`config.mk`:
```
export PLATFORM = sky130hd
export DESIGN_NAME = fir_uart_controller_flat
export DESIGN_NICKNAME = d
export VERILOG_FILES = /design/src/rtl/fir_uart_controller_if.sv /design/src/rtl/fir_uart_controller.sv /design/src/flat_wrapper.sv
export SDC_FILE = /design/constraint.sdc
export NUM_CORES = 1
export LEC_CHECK = 0
export ABC_CLOCK_PERIOD_IN_PS = 4400
export BUFFER_PORTS_ARGS = -buffer_cell sky130_fd_sc_hd__clkbuf_2
export CAP_MARGIN = 0
export CORE_MARGIN = 4
export CORE_UTILIZATION = 60
export CTS_BUF_LIST = sky130_fd_sc_hd__clkbuf_4 sky130_fd_sc_hd__clkbuf_8
export DETAILED_ROUTE_END_ITERATION = 8
export PLACE_DENSITY_LB_ADDON = 0.25
export SLEW_MARGIN = 20
export SYNTH_ARGS = -nofsm -noshare
export SYNTH_HDL_FRONTEND = slang
export SYNTH_SLANG_ARGS = --single-unit
```
`constraint.sdc`:
```
create_clock -name clk -period 4.4 [get_ports clk]
set_input_delay 0.44 -clock clk [delete_from_list [all_inputs] [get_ports clk]]
set_output_delay 0.44 -clock clk [all_outputs]
set_load 0.03 [all_outputs]
```
`src/rtl/fir_uart_controller_if.sv`:
```
// rtl/fir_uart_controller_if.sv - control strobe bundle between UART/FIR datapath and its controller
interface fir_uart_controller_if #(
    parameter int CNT_WIDTH = 16
);
    logic                 RxD_data_ready;
    logic                 output_valid;
    logic                 TxD_busy;
    logic                 Load_FIR_In_LSB;
    logic                 Load_FIR_In_MSB;
    logic                 input_valid;
    logic                 Load_FIR_OUT;
    logic                 TxD_start;
    logic                 TxD_data_select;
    logic                 ctrl_busy;
    logic [CNT_WIDTH-1:0] sample_count;
    logic                 rx_overrun;
    logic                 timeout_err;

    // Controller side: consumes status pulses, drives strobes and status
    modport master (
        input  RxD_data_ready, output_valid, TxD_busy,
        output Load_FIR_In_LSB, Load_FIR_In_MSB, input_valid, Load_FIR_OUT,
        output TxD_start, TxD_data_select, ctrl_busy, sample_count,
        output rx_overrun, timeout_err
    );

    // Datapath side: produces status pulses, obeys strobes
    modport slave (
        output RxD_data_ready, output_valid, TxD_busy,
        input  Load_FIR_In_LSB, Load_FIR_In_MSB, input_valid, Load_FIR_OUT,
        input  TxD_start, TxD_data_select, ctrl_busy, sample_count,
        input  rx_overrun, timeout_err
    );
endinterface

```
`src/rtl/fir_uart_controller.sv`:
```
// rtl/fir_uart_controller.sv - UART-fed FIR control FSM; optional FIR wait timeout via FIR_CTRL_TIMEOUT_EN
module fir_uart_controller #(
    parameter int CNT_WIDTH = 16
`ifdef FIR_CTRL_TIMEOUT_EN
    , parameter int FIR_TIMEOUT = 1024
`endif
) (
    input  logic                  clk,
    input  logic                  reset,
    fir_uart_controller_if.master bus
);
    typedef enum logic [3:0] {
        WAIT_LSB, LOAD_LSB, WAIT_MSB, LOAD_MSB, FIR_GO, FIR_WAIT,
        CAPTURE, SEND_LSB, TXW_LSB, SEND_MSB, TXW_MSB
    } state_t;

    state_t               state, next_state;
    logic                 seen_busy;
    logic                 count_inc;
    logic                 overrun_set;
    logic                 timeout_hit;
    logic                 load_lsb_q, load_msb_q, input_valid_q, load_out_q;
    logic                 tx_start_q, tx_select_q, ctrl_busy_q;
    logic                 rx_overrun_q;
    logic [CNT_WIDTH-1:0] sample_count_q;

`ifdef FIR_CTRL_TIMEOUT_EN
    localparam int TW = $clog2(FIR_TIMEOUT) + 1;
    logic [TW-1:0] tmo_cnt;
    logic          timeout_err_q;
`endif

    // Next-state decode; a byte arriving outside the two receive states is dropped and flagged
    always_comb begin
        next_state  = state;
        count_inc   = 1'b0;
        timeout_hit = 1'b0;
        overrun_set = bus.RxD_data_ready && (state != WAIT_LSB) && (state != WAIT_MSB);
        case (state)
            WAIT_LSB: if (bus.RxD_data_ready) next_state = LOAD_LSB;
            LOAD_LSB: next_state = WAIT_MSB;
            WAIT_MSB: if (bus.RxD_data_ready) next_state = LOAD_MSB;
            LOAD_MSB: next_state = FIR_GO;
            FIR_GO:   next_state = FIR_WAIT;
            FIR_WAIT: begin
                if (bus.output_valid) begin
                    next_state = CAPTURE;
                end
`ifdef FIR_CTRL_TIMEOUT_EN
                else if (tmo_cnt == TW'(FIR_TIMEOUT - 1)) begin
                    next_state  = WAIT_LSB;
                    timeout_hit = 1'b1;
                end
`endif
            end
            CAPTURE:  next_state = SEND_LSB;
            SEND_LSB: if (!bus.TxD_busy) next_state = TXW_LSB;
            TXW_LSB:  if (seen_busy && !bus.TxD_busy) next_state = SEND_MSB;
            SEND_MSB: if (!bus.TxD_busy) next_state = TXW_MSB;
            TXW_MSB: begin
                if (seen_busy && !bus.TxD_busy) begin
                    next_state = WAIT_LSB;
                    count_inc  = 1'b1;
                end
            end
            default:  next_state = WAIT_LSB;
        endcase
    end

    // State register
    always_ff @(posedge clk or negedge reset) begin
        if (!reset) state <= WAIT_LSB;
        else        state <= next_state;
    end

    // Remember that the UART went busy after our start, so only the falling edge ends the wait
    always_ff @(posedge clk or negedge reset) begin
        if (!reset) seen_busy <= 1'b0;
        else if ((state == TXW_LSB || state == TXW_MSB) && next_state == state)
            seen_busy <= seen_busy | bus.TxD_busy;
        else
            seen_busy <= 1'b0;
    end

    // Registered strobes decoded from the next state, so each one is high exactly while in its state
    always_ff @(posedge clk or negedge reset) begin
        if (!reset) begin
            load_lsb_q     <= 1'b0;
            load_msb_q     <= 1'b0;
            input_valid_q  <= 1'b0;
            load_out_q     <= 1'b0;
            tx_start_q     <= 1'b0;
            tx_select_q    <= 1'b0;
            ctrl_busy_q    <= 1'b0;
            rx_overrun_q   <= 1'b0;
            sample_count_q <= '0;
        end else begin
            load_lsb_q    <= (next_state == LOAD_LSB);
            load_msb_q    <= (next_state == LOAD_MSB);
            input_valid_q <= (next_state == FIR_GO);
            load_out_q    <= (next_state == CAPTURE);
            tx_start_q    <= (state == SEND_LSB && next_state == TXW_LSB) ||
                             (state == SEND_MSB && next_state == TXW_MSB);
            ctrl_busy_q   <= (next_state != WAIT_LSB);
            if (next_state == SEND_LSB)      tx_select_q <= 1'b0;
            else if (next_state == SEND_MSB) tx_select_q <= 1'b1;
            if (overrun_set) rx_overrun_q <= 1'b1;
            if (count_inc)   sample_count_q <= sample_count_q + 1'b1;
        end
    end

`ifdef FIR_CTRL_TIMEOUT_EN
    // Cycle counter for the FIR wait; sticky error once it expires
    always_ff @(posedge clk or negedge reset) begin
        if (!reset) begin
            tmo_cnt       <= '0;
            timeout_err_q <= 1'b0;
        end else begin
            if (state == FIR_WAIT && next_state == FIR_WAIT) tmo_cnt <= tmo_cnt + 1'b1;
            else                                             tmo_cnt <= '0;
            if (timeout_hit) timeout_err_q <= 1'b1;
        end
    end
    assign bus.timeout_err = timeout_err_q;
`else
    assign bus.timeout_err = 1'b0;
`endif

    assign bus.Load_FIR_In_LSB = load_lsb_q;
    assign bus.Load_FIR_In_MSB = load_msb_q;
    assign bus.input_valid     = input_valid_q;
    assign bus.Load_FIR_OUT    = load_out_q;
    assign bus.TxD_start       = tx_start_q;
    assign bus.TxD_data_select = tx_select_q;
    assign bus.ctrl_busy       = ctrl_busy_q;
    assign bus.rx_overrun      = rx_overrun_q;
    assign bus.sample_count    = sample_count_q;
endmodule

```
`src/flat_wrapper.sv`:
```
// flat-port wrapper written by rule: the top's interface ports become plain ports
module fir_uart_controller_flat 
#(
    parameter int CNT_WIDTH = 16

)
  (clk, reset, bus_RxD_data_ready, bus_output_valid, bus_TxD_busy, bus_Load_FIR_In_LSB, bus_Load_FIR_In_MSB, bus_input_valid, bus_Load_FIR_OUT, bus_TxD_start, bus_TxD_data_select, bus_ctrl_busy, bus_sample_count, bus_rx_overrun, bus_timeout_err);
  fir_uart_controller_if #(.CNT_WIDTH(CNT_WIDTH)) bus_i ();
  input  logic clk;
  input  logic reset;
  input wire logic [$bits(bus_i.RxD_data_ready)-1:0] bus_RxD_data_ready;
  input wire logic [$bits(bus_i.output_valid)-1:0] bus_output_valid;
  input wire logic [$bits(bus_i.TxD_busy)-1:0] bus_TxD_busy;
  output wire logic [$bits(bus_i.Load_FIR_In_LSB)-1:0] bus_Load_FIR_In_LSB;
  output wire logic [$bits(bus_i.Load_FIR_In_MSB)-1:0] bus_Load_FIR_In_MSB;
  output wire logic [$bits(bus_i.input_valid)-1:0] bus_input_valid;
  output wire logic [$bits(bus_i.Load_FIR_OUT)-1:0] bus_Load_FIR_OUT;
  output wire logic [$bits(bus_i.TxD_start)-1:0] bus_TxD_start;
  output wire logic [$bits(bus_i.TxD_data_select)-1:0] bus_TxD_data_select;
  output wire logic [$bits(bus_i.ctrl_busy)-1:0] bus_ctrl_busy;
  output wire logic [$bits(bus_i.sample_count)-1:0] bus_sample_count;
  output wire logic [$bits(bus_i.rx_overrun)-1:0] bus_rx_overrun;
  output wire logic [$bits(bus_i.timeout_err)-1:0] bus_timeout_err;
  assign bus_i.RxD_data_ready = bus_RxD_data_ready;
  assign bus_i.output_valid = bus_output_valid;
  assign bus_i.TxD_busy = bus_TxD_busy;
  assign bus_Load_FIR_In_LSB = bus_i.Load_FIR_In_LSB;
  assign bus_Load_FIR_In_MSB = bus_i.Load_FIR_In_MSB;
  assign bus_input_valid = bus_i.input_valid;
  assign bus_Load_FIR_OUT = bus_i.Load_FIR_OUT;
  assign bus_TxD_start = bus_i.TxD_start;
  assign bus_TxD_data_select = bus_i.TxD_data_select;
  assign bus_ctrl_busy = bus_i.ctrl_busy;
  assign bus_sample_count = bus_i.sample_count;
  assign bus_rx_overrun = bus_i.rx_overrun;
  assign bus_timeout_err = bus_i.timeout_err;
  fir_uart_controller #(.CNT_WIDTH(CNT_WIDTH)) u_core (.clk(clk), .reset(reset), .bus(bus_i));
endmodule
```
==> results by group <==
Status
  • Outcome: finished, final reports clean

Finish
  • Final design utilization: 71.0%
  • Share of layout cells above drive strength 1: a little under a third
  • # nets final: 155
  • N_diodes: 0
  • Commonest non-fill, non-tap cell in the layout: dfrtp_1
  • Fillers: 172
  • Most frequent cells in the layout: 29 x dfrtp_1, 28 x clkbuf_2, 14 x xnor2_1
  • Final instance area: 0.00157 mm²
  • Synth-to-Final Area Change: 12.3%

Placed design
  • Final Wtd Congestion: 0.862
  • Placed wire-length estimate: 1820 µm
  • Port Buffer Count: 28
  • Cell Area, Placed: 0.00151 mm²

Power and ir drop
  • Logic pwr share: a little over a quarter
  • Leak: ~0.8 nW
  • Pint: 461 µW
  • Power Density: 464 mW/mm²
  • NetSw: 268 µW
  • Sequential share of power: 50.2%
  • Worst VDD drop: 339 µV
  • Switching Share: 36.7%
  • Clock network fraction of total power: 22.3%

Route
  • Post-route ant nets: 0
  • Starting DRT DRC Count: 18
  • Via count: 970
  • Final wirelength: 2500 µm
  • Pre-Repair DR Iteration Count: 5
  • Via density: 5.48
  • # DRC: 0
  • WL/cell: 14.1 µm

Clock tree
  • Clock Latency Late Sink: 0.31 ns
  • CTS HTree Levels: 2
  • Clock tree buffer depth: 2
  • Cts bufs inserted: 5
  • Worst-path clk slew: about 0.090 ns
  • Clk sinks: 29
  • CTS tree: done
  • Root buffer cell: clkbuf_4
  • Post-CTS Setup Bufs: 0
  • CTS resizes: 0
  • Hold-fix buffer count after cts: 0

Timing
  • Worst hold slack: 0.162 ns
  • Tmin final: roughly 1.7 ns
  • Setup Skew: 0.00561 ns
  • F_max: 0.582 GHz
  • Max-Slew Margin vs Limit: ~52%
  • Worst Max-Slew Pin Slew: between 0.7 and 0.8 ns
  • Unrepaired setup endpoints after global routing: no
  • Setup violations, final: 0
  • Setup_tns: 0 ns
  • Final worst-path cycle share: 39.1%
  • Max Slew Vio Count: 0
  • Fin. Hold Viols: 0

Global routing
  • Total gr overflow: 0
  • Largest net degree at the start of global routing: 30
  • Initial antenna violation count: 0
  • Total GRT Usage: 18.0%
  • Vias in the first global route: 960
  • First-pass GRT wire length: 4380 µm

Synthesis
  • Mapped Cells: ~120
  • Number of synthesized register bits: 29
  • EDFF count, synth: 0
  • Post-Synthesis Net Count: 127
  • Synth async-reset ratio: 100%
  • Most used DFF post-synth: dfrtp_1
  • Yosys cell types: 44
  • Register area share after synthesis: 51.9%
  • Post-synthesis cell area: 0.00140 mm²
  • Synth warn: 0
  • Synth Area per Inst: 11.6 µm²

Floorplan
  • Starting Density: 63.2%
  • DIE WIDTH: roughly 56 µm
  • Core box area: 0.00221 mm²
  • Top Ports: 30
  • Die H: 56.3 µm
  • # rows: 17
  • Die area: roughly 0.0032 mm²

Setup path
  • Critical Path RT: 4.58 ns
  • Data arrival, critical path: 1.90 ns
  • Startpoint types: flip-flop
  • Largest fanout on the critical path: 12
  • Crit path capture type: flip-flop
  • Critical path type: flip-flop to flip-flop

Worst hold path
  • HP Class: input pin to asynchronous set/reset pin

Flow run
  • Max_cap viols: 0
==> cells by family after synthesis <==
kind of cell,count (synthesis),share of synthesized area [%]
other cells,1,0.268
xor+xnor,15,9.39
flops,29,51.9
compound gates,16,9.39
fa+ha+maj,1,0.894
buf+inv,12,5.81
simple gates,46,21.6
mux,1,0.805
==> worst paths after layout <==
path	cells after the start	slack, ns	end	from
max in group asynchronous	1	3.78	u_core.state[0]$_DFF_PN0_	reset
min in group clk	3	0.36	u_core.bus.Load_FIR_In_LSB$_DFF_PN0_	bus_RxD_data_ready
hold reg to reg	1	0.48	u_core.bus.sample_count[15]$_DFFE_PN0P_	u_core.bus.sample_count[15]$_DFFE_PN0P_
setup reg to reg	4	2.68	u_core.bus.ctrl_busy$_DFF_PN0_	u_core.state[2]$_DFF_PN0_
hold / removal	1	0.16	u_core.bus.sample_count[7]$_DFFE_PN0P_	reset
setup / recovery	4	2.68	u_core.bus.ctrl_busy$_DFF_PN0_	u_core.state[2]$_DFF_PN0_
==> per-layer routing <==
layer | vias to the layer above | global-route usage (%) | routed length [µm]
met5 | - | 0 | 0
met2 | 38 | 29.5 | 1260
met4 | 0 | 7.12 | 39
li1 | 474 | - | -
met1 | 452 | 21.6 | 1040
met3 | 6 | 6.44 | 157
==> through the flow <==
step                      cells  total power [mW]  setup slack [ns]
after global placement      170             0.561              2.74
after CTS                   177             0.736              2.69
after global routing        177             0.782              2.58
after floorplan             121             0.541              2.83
final                       177             0.729              2.68
after detailed placement    170             0.570              2.71
==> critical path, cell delays in order, from the launching register on <==
cell and delay [ns]:
dfrtp_1 0.56, nand2b_2 0.29, a211o_1 0.18, o31ai_4 0.09, or4_1 0.48
==> synth_stat cells (2+ instances only) <==
cell	instances	area, µm²
nand2_1	10	37.5
nor3_1	4	20.0
buf_4	2	15.0
nand4_1	3	18.8
a21oi_1	5	25.0
and4_1	2	17.5
and3_1	4	25.0
dfrtp_1	29	726
nor2_1	3	11.3
inv_1	4	15.0
buf_6	2	22.5
nand3_1	6	30.0
xnor2_1	14	123
nor3_4	2	32.5
buf_2	2	10.0
==> cell type report <==
| type | instances | area, µm² | share of cell area (%) |
|---|---|---|---|
| clock buffers | 7 | 58.8 | 3.75 |
| inverters | 5 | 18.8 | 1.20 |
| multi-input cells | 80 | 592 | 37.7 |
| flip-flops and latches | 29 | 726 | 46.2 |
| well taps | 28 | 35.0 | 2.23 |
| repair buffers | 28 | 140 | 8.92 |
==> flip-flops by register name, indices dropped and copies added (netlist names) <==
register	cells
u_core.seen_busy	1
u_core.bus.ctrl_busy	1
u_core.bus.TxD_data_select	1
u_core.bus.sample_count	16
u_core.state	4
u_core.bus.Load_FIR_In_LSB	1
u_core.bus.Load_FIR_In_MSB	1
u_core.bus.Load_FIR_OUT	1
u_core.bus.input_valid	1
u_core.bus.TxD_start	1
u_core.bus.rx_overrun	1
==> power by group through the flow <==
stage,combinational [mW],clock [mW],sequential (mW)
floorplan,0.182,0,0.359
global placement,0.195,0,0.366
detailed placement,0.202,0,0.369
CTS,0.202,0.170,0.364
global route,0.221,0.187,0.374
finish,0.200,0.163,0.366
(Power assumes the default switching activity.)
